--- src/rtl/cube_shader_pkg.sv ---
// Shared types and default palette for the cube face shading stage.
// Palette indices name the role each colour plays in the isometric cube view.
package cube_shader_pkg;

  localparam int PAL_DEPTH = 8;

  typedef logic [23:0] rgb_t;

  typedef enum logic [2:0] {
    BG      = 3'd0,
    LEFT    = 3'd1,
    RIGHT   = 3'd2,
    TOP     = 3'd3,
    VISITED = 3'd4,
    BLINK   = 3'd5
  } pal_idx_t;

  localparam rgb_t PAL_DEFAULT [PAL_DEPTH] = '{
    24'h000000,
    24'h2040A0,
    24'h103060,
    24'hE0E000,
    24'h00A0E0,
    24'hFFFFFF,
    24'h000000,
    24'h000000
  };

endpackage

--- src/rtl/sync_delay_line.sv ---
// Fixed-depth shift register with asynchronous active-low clear.
// Used to line up timing signals with pipelined pixel data.
module sync_delay_line #(
  parameter int WIDTH = 1,
  parameter int DEPTH = 2
) (
  input  logic             clk,
  input  logic             rst_n,
  input  logic [WIDTH-1:0] din,
  output logic [WIDTH-1:0] dout
);

  logic [WIDTH-1:0] stage_reg  [DEPTH];
  logic [WIDTH-1:0] stage_next [DEPTH];

  genvar gi;
  generate
    for (gi = 0; gi < DEPTH; gi++) begin : g_stage
      if (gi == 0) begin : g_first
        assign stage_next[gi] = din;
      end else begin : g_rest
        assign stage_next[gi] = stage_reg[gi-1];
      end
    end
  endgenerate

  always_ff @(posedge clk or negedge rst_n) begin
    if (!rst_n) begin
      for (int i = 0; i < DEPTH; i++) stage_reg[i] <= '0;
    end else begin
      for (int i = 0; i < DEPTH; i++) stage_reg[i] <= stage_next[i];
    end
  end

  assign dout = stage_reg[DEPTH-1];

endmodule

--- src/rtl/cube_face_shader.sv ---
// Turns cube_generator face flags into RGB888 with a double-buffered palette
// that swaps on the vsync rising edge, plus frame-counter driven blinking.
module cube_face_shader
  import cube_shader_pkg::*;
#(
  parameter int ALIGN_DELAY = 2,
  parameter int BLINK_BIT   = 4,
  parameter int FRAME_CNT_W = 8
) (
  input  logic                   clk,
  input  logic                   reset,
  input  logic                   de_in,
  input  logic                   hsync_in,
  input  logic                   vsync_in,
  input  logic                   left_face,
  input  logic                   right_face,
  input  logic                   top_face,
  input  logic                   qbert_top_face,
  input  logic                   pal_write,
  input  logic [2:0]             pal_address,
  input  logic [23:0]            pal_writedata,
  input  logic                   blink_enable,
  output logic [23:0]            rgb,
  output logic                   de_out,
  output logic                   hsync_out,
  output logic                   vsync_out,
  output logic [FRAME_CNT_W-1:0] frame_cnt
);

  logic [2:0] sync_dly;
  logic       de_dly;

  sync_delay_line #(
    .WIDTH (3),
    .DEPTH (ALIGN_DELAY)
  ) u_sync_delay (
    .clk   (clk),
    .rst_n (reset),
    .din   ({de_in, hsync_in, vsync_in}),
    .dout  (sync_dly)
  );

  assign de_dly = sync_dly[2];

  // Frame start is taken from the undelayed vsync so the swap lands in blanking.
  logic vs_q_reg;
  logic frame_start;

  assign frame_start = vsync_in & ~vs_q_reg;

  rgb_t shadow_reg  [PAL_DEPTH];
  rgb_t shadow_next [PAL_DEPTH];
  rgb_t active_reg  [PAL_DEPTH];

  genvar gi;
  generate
    for (gi = 0; gi < PAL_DEPTH; gi++) begin : g_shadow
      assign shadow_next[gi] = (pal_write && (pal_address == 3'(gi))) ?
                               pal_writedata : shadow_reg[gi];
    end
  endgenerate

  // active copies the pre-write shadow when a write coincides with frame start.
  always_ff @(posedge clk or negedge reset) begin
    if (!reset) begin
      for (int i = 0; i < PAL_DEPTH; i++) begin
        shadow_reg[i] <= PAL_DEFAULT[i];
        active_reg[i] <= PAL_DEFAULT[i];
      end
    end else begin
      if (frame_start) active_reg <= shadow_reg;
      shadow_reg <= shadow_next;
    end
  end

  logic [FRAME_CNT_W-1:0] frame_cnt_reg;

  always_ff @(posedge clk or negedge reset) begin
    if (!reset) begin
      vs_q_reg      <= 1'b0;
      frame_cnt_reg <= '0;
    end else begin
      vs_q_reg <= vsync_in;
      if (frame_start) frame_cnt_reg <= frame_cnt_reg + FRAME_CNT_W'(1);
    end
  end

  logic blink_phase;
  rgb_t rgb_next;

  assign blink_phase = blink_enable & frame_cnt_reg[BLINK_BIT];

  always_comb begin
    rgb_next = '0;
    if (!de_dly)
      rgb_next = '0;
    else if (top_face && qbert_top_face)
      rgb_next = blink_phase ? active_reg[BLINK] : active_reg[VISITED];
    else if (top_face)
      rgb_next = active_reg[TOP];
    else if (left_face)
      rgb_next = active_reg[LEFT];
    else if (right_face)
      rgb_next = active_reg[RIGHT];
    else
      rgb_next = active_reg[BG];
  end

  rgb_t rgb_reg;
  logic de_out_reg;
  logic hsync_out_reg;
  logic vsync_out_reg;

  always_ff @(posedge clk or negedge reset) begin
    if (!reset) begin
      rgb_reg       <= '0;
      de_out_reg    <= 1'b0;
      hsync_out_reg <= 1'b0;
      vsync_out_reg <= 1'b0;
    end else begin
      rgb_reg       <= rgb_next;
      de_out_reg    <= de_dly;
      hsync_out_reg <= sync_dly[1];
      vsync_out_reg <= sync_dly[0];
    end
  end

  assign rgb       = rgb_reg;
  assign de_out    = de_out_reg;
  assign hsync_out = hsync_out_reg;
  assign vsync_out = vsync_out_reg;
  assign frame_cnt = frame_cnt_reg;

endmodule

--- config.mk ---
export PLATFORM = sky130hd
export DESIGN_NAME = cube_face_shader
export DESIGN_NICKNAME = d
export VERILOG_FILES = /design/src/rtl/cube_shader_pkg.sv /design/src/rtl/sync_delay_line.sv /design/src/rtl/cube_face_shader.sv
export SDC_FILE = /design/constraint.sdc
export NUM_CORES = 1
export LEC_CHECK = 0
export ABC_AREA = 1
export BUFFER_PORTS_ARGS = -buffer_cell sky130_fd_sc_hd__buf_2
export CORE_MARGIN = 1
export CORE_UTILIZATION = 44
export DETAILED_ROUTE_END_ITERATION = 8
export MAX_ROUTING_LAYER = met4
export PLACE_DENSITY = 0.63
export SETUP_SLACK_MARGIN = 0.2
export SYNTH_ARGS = -nofsm -noshare
export SYNTH_HDL_FRONTEND = slang
export SYNTH_SLANG_ARGS = --single-unit
--- constraint.sdc ---
create_clock -name clk -period 1.2 [get_ports clk]
set_input_delay 0.06 -clock clk [delete_from_list [all_inputs] [get_ports clk]]
set_output_delay 0.06 -clock clk [all_outputs]
set_load 0.01 [all_outputs]
# [Word-level counts from Yosys, hierarchy flattened]
# Cells that the tools add are included.
[totals] regBits=330 latchBits=0 ramBits=0 mem_bits_ro=0 word_cells=43 mem_count=0
[op_classes] add_sub_neg=1 multipliers=0 n_div=0 order_cmp=0 eq_ne=5 shifts=0 mux=6 bitwise=3 n_reduce_logical=8
[ops] operator="$mux 24" n=6
[ops] operator="$add 8x1->8 const B" n=1
[ops] operator="$logic_and 1x1->1" n=7
[ops] operator="$eq 3x2->1 const B" n=2
[ops] operator="$eq 3x3->1 const B" n=2
[ops] operator="$eq 3x1->1 const B" n=1
[ops] operator="$logic_not 3->1" n=1
[ops] operator="$and 1x1->1" n=2
[ops] operator="$not 1->1" n=1

# [Longest topological paths before layout]
[depth] word_depth=5 depth_mapped=9 mapped_depth_nobuf=7

# [Hierarchy]
# A second synthesis with hierarchy kept.
[unflattened] cells_unflattened=1515 area_unflattened_um2=13599.3
[modules_own_cells] mod="cube_face_shader" n_inst=1 cells_each=1509 area_per_inst_um2=13449.1 seq_area_each_um2=8217.9
[modules_own_cells] mod="sync_delay_line" n_inst=1 cells_each=6 area_per_inst_um2=150.1 seq_area_each_um2=150.1

# [Worst setup path before layout]
# No wires, ideal clock.
[synth_timing] path_kind="flip-flop to flip-flop" startpoint="reg frame_cnt_reg[4], in the netlist frame_cnt[4]" endpoint="reg rgb_reg[10], in the netlist rgb[10]" setup_time_ns=0.114 arrival_ns=1.077 required_time_ns=1.086 setup_slack_ns=0.009 path_stages_with_launch=9 n_path_buf=2 synth_period_minus_slack_ns=1.191 cell_sequence="dfrtp_1 buf_4 nand2_2 buf_4 nand2_1 nand3_1 nand3_1 nand2_1 inv_1"
[synth_between] elab_chain_cells=4
[synth_lines] element="start: declaration" line="cube_face_shader.sv:76" source="logic [FRAME_CNT_W-1:0] frame_cnt_reg;"
[synth_lines] element="start signal: assignment" line="cube_face_shader.sv:84" source="if (frame_start) frame_cnt_reg <= frame_cnt_reg + FRAME_CNT_W'(1);"
[synth_lines] element="$and 1x1->1" line="cube_face_shader.sv:91" source="assign blink_phase = blink_enable & frame_cnt_reg[BLINK_BIT];"
[synth_lines] element="$mux 24" line="cube_face_shader.sv:98" source="rgb_next = blink_phase ? active_reg[BLINK] : active_reg[VISITED];"
[synth_lines] element="$mux 24" line="cube_face_shader.sv:97" source="else if (top_face && qbert_top_face)"
[synth_lines] element="$mux 24" line="cube_face_shader.sv:95" source="if (!de_dly)"
[synth_lines] element="named net rgb_next[10]" line="cube_face_shader.sv:89" source="rgb_t rgb_next;"
[synth_lines] element="end signal: assignment" line="cube_face_shader.sv:121" source="rgb_reg <= rgb_next;"
[synth_lines] element="end: declaration" line="cube_face_shader.sv:109" source="rgb_t rgb_reg;"
# The timed path passes the listed nets, and every way through them passes these cells.
# A chain may end at the register's enable or synchronous reset.

==> impl_metrics.yaml <==
synthesis:
  synth_area_um2: 13600
  ys_dominant_reg_cell: "dfrtp_1"
  synth_nets: 1553
  sequential_fraction_of_the_synthesis_area: 0.6135
  number_of_standard_cells_after_synthesis: 1514
  synth_warnings: 0
  cell_type_with_the_largest_total_area_after_synthesis: "dfrtp_1"
  yosys_register_bits: 329
  synth_enable_flop_cells: 0
  synthTopCellsByArea: "dfrtp_1, dfstp_2, nand2_1"
  synth_async_sr_flop_share: 1.000
  yosys.cell_types.count: 22
  synth.avg_cell_area_um2: 8.982
  post-synth-top-area-fraction: 0.4435
floorplan:
  die-height_um: 177.8
  initial_cell_density_of_the_core: 0.4457
  dieArea_um2: 31610
  floorplan.rows: 64
  core-area_um2: 30510
  boundaryPins: 73
  fp.dieW_um: 177.8
place:
  place_congestion: 0.7900
  io_buffers: 72
  dp_hpwl_mm: 20.03
critical_path:
  reg2reg_from: "u_sync_delay.stage_next[0]$_DFF_PN0_"
  cp_data_required_time_ns: 1.60
  sort_of_element_at_the_start_of_the_critical_path: "flop"
  crit_path_cell_trace: "inv_2 -> nand2_8 -> buf_12 -> clkinv_16 -> buf_8 -> buf_16 -> nand2_2 -> o21ai_1"
  setup.worst_path.class: "flop to flop"
  cp_data_arrival_time_ns: 1.69
  reg2reg_path_depth: 8
  timing.critical_path.slowest_cell_delay_ns: 0.36
  r2r_end: "active_reg[166]$_DFFE_PN0P_"
  rrSetupSlack_ns: -0.09
  cp-endpoint: "active_reg[166]$_DFFE_PN0P_"
  critPathCaptureType: "flop"
  launch_point_of_the_worst_path: "u_sync_delay.stage_next[0]$_DFF_PN0_"
  crit_path_max_delay_cell_type: "dfrtp_1"
  critical_path.max_fanout: 7
finish:
  area.growth.synth_to_final_pct: 32.40
  antenna_cells: 0
  mostFrequentLayoutCell: "nand2_1"
  most-common-layout-cells: "nand2_1, dfrtp_1, inv_1"
  design.final.nets: 1703
  fillCellCount: 2554
  share_of_layout_cells_above_drive_strength_1: 0.3116
global_routing:
  grt_pass1_vias: 10750
  grt_start_max_net_pins: 77
  grt_ovf: 0
  grt_first_pass_wirelength_mm: 60.74
  grt_antenna_before_repair: 0
  global_route_usage_sum: 0.2608
sta:
  slew_headroom: 0.4444
  max_slew.worst_pin.slew_ns: 0.8322
  skew_ns: 0.02588
  final_worst_path_period_need_ns: 1.295
  setup-tns-final_ns: -2.892
  setup_slack_ns: -0.09488
  max_freq_mhz: 772.3
  min_period_over_period: 1.079
  finalHoldViolations: 0
  setup_repair_after_global_routing_missed_its_margin: "yes"
  finalSetupViolations: 80
  final.hold.worst_slack_ns: 0.04450
  timing_max_transition_violations_final: 0
route:
  dr.pass1.iters: 5
  avgViaCountPerCell: 5.221
  starting_drt_drc_count: 729
  final_antenna_net_count: 0
  wirelength_mm: 38.85
  wl_per_cell_um: 18.62
  dr_total_vias: 10900
  drt_drc_violations_left: 0
clock_tree:
  clk_transition_reported_paths_ns: 0.06
  clock-root-buffer: "clkbuf_16"
  cts_buffers: 36
  cts.sink_count: 329
  clock_tree_from_tritoncts: "done"
  clock_tree.buffer_depth: 3
  clock_insertion_delay_worst_skew_ns: 0.53
  cts-htree-levels: 2
pwr:
  net_sw_frac: 0.2936
  power.clock.fraction: 0.330
  vdd.ir_drop.worst_v: 0.0009155
  seq_power_share: 0.460
  switching_power_mw: 9.432
  power.static_leakage_nw: 8.900
  internal_power_consumption_mw: 22.69
  p_comb_frac: 0.210
  design_power_total_mw: 32.12
  p_per_area_nw_per_um2: 1784
run:
  total_of_max_cap_violations: 0
min_path:
  hold_path_class: "input pin to flop"
outcome:
  outcome: "finished, violations left"
  violated_checks: "setup timing"
## worst max-delay path: cells and delay by family, from the launching register on
family / cells / cell delay [ns]
AOI/OAI and AO/OA: 1 / 0.06
buffers and inverters: 5 / 0.57
DFF: 1 / 0.36
and+or+nand+nor: 2 / 0.19
## logic make-up (layout without fill, tap and decap cells)
| kind of cell | count (synthesis) | in the layout | share of synthesized area |
|---|---|---|---|
| compound gates | 241 | 241 | 0.09311 |
| xor+xnor | 3 | 3 | 0.001932 |
| fa+ha+maj | 1 | 1 | 0.0009199 |
| buf+inv | 225 | 402 | 0.08078 |
| flops | 329 | 329 | 0.6135 |
| simple gates | 715 | 715 | 0.2098 |
## cells in the mapped netlist, types with 3 or more instances
master	count
o21ai_2	16
nand2_1	597
a21oi_1	25
clkbuf_1	13
xor2_1	3
nand3_1	102
nor2_1	6
o21ai_0	139
o21ai_1	61
buf_2	44
nand2_2	4
inv_1	130
dfstp_2	88
inv_2	6
dfrtp_1	241
buf_4	11
buf_6	21
## cell type report
| class | count | area (um^2) | share of cell area |
|---|---|---|---|
| timing repair inverter | 1 | 30.03 | 0.001668 |
| timing repair buffer | 200 | 2479 | 0.1377 |
| tap | 396 | 495.5 | 0.02752 |
| clock buffer | 57 | 1070 | 0.05942 |
| multi-input combinational | 960 | 4994 | 0.2773 |
| inverter | 136 | 536.8 | 0.02981 |
| clock inverter | 8 | 55.05 | 0.003058 |
| sequential | 329 | 8346 | 0.4635 |
## worst min path at each step
stage	startpoint	to	slack [ns]	cells past startpoint
6_report	vsync_in	frame_cnt[5]$_DFFE_PN0P_	0.04	6
4_1_cts	vsync_in	frame_cnt[5]$_DFFE_PN0P_	0.02	6
5_1_grt	pal_writedata[23]	shadow_reg[71]$_DFFE_PN1P_	0.05	3
3_5_place_dp	reset	active_reg[171]$_DFFE_PN0P_	-0.1	1
2_1_floorplan	reset	active_reg[100]$_DFFE_PN0P_	-0.24	0
3_3_place_gp	reset	active_reg[171]$_DFFE_PN0P_	-0.1	1
## power by group through the flow
stage | combinational, mW | sequential (mW) | clock, mW
2_1_floorplan | 3.14 | 14.6 | 0
3_3_place_gp | 4.60 | 14.7 | 0
3_5_place_dp | 4.70 | 14.8 | 0
4_1_cts | 6.17 | 14.6 | 10.7
5_1_grt | 7.45 | 15.0 | 11.2
6_report | 6.73 | 14.8 | 10.6
## stage by stage
stage	utilization	instances	setup WS, ns	instance area (um^2)
floorplan	-	1514	0.09791	13740
detailed placement	0.4788	1944	-0.01440	14610
global placement	0.4788	1944	-0.009860	14610
finish	0.5901	2087	-0.09488	18000
CTS	0.5723	2084	-0.03810	17460
global route	0.5901	2087	-0.1314	18000
## routing by layer
layer | part of all wire | GRT usage
met4 | 0.027 | 0.07728
met5 | 0 | -
met1 | 0.43 | 0.3497
met2 | 0.48 | 0.4066
met3 | 0.063 | 0.04520
## timing repair
action,4_1_cts,5_1_grt
gates cloned,22,2
setup buffers,25,1
resized for setup,223,146
pin swaps,53,14
hold endpoints to repair,425,0
setup endpoints to repair,210,219
hold buffers,28,0
Note: power is estimated with default switching activity, not from simulation.
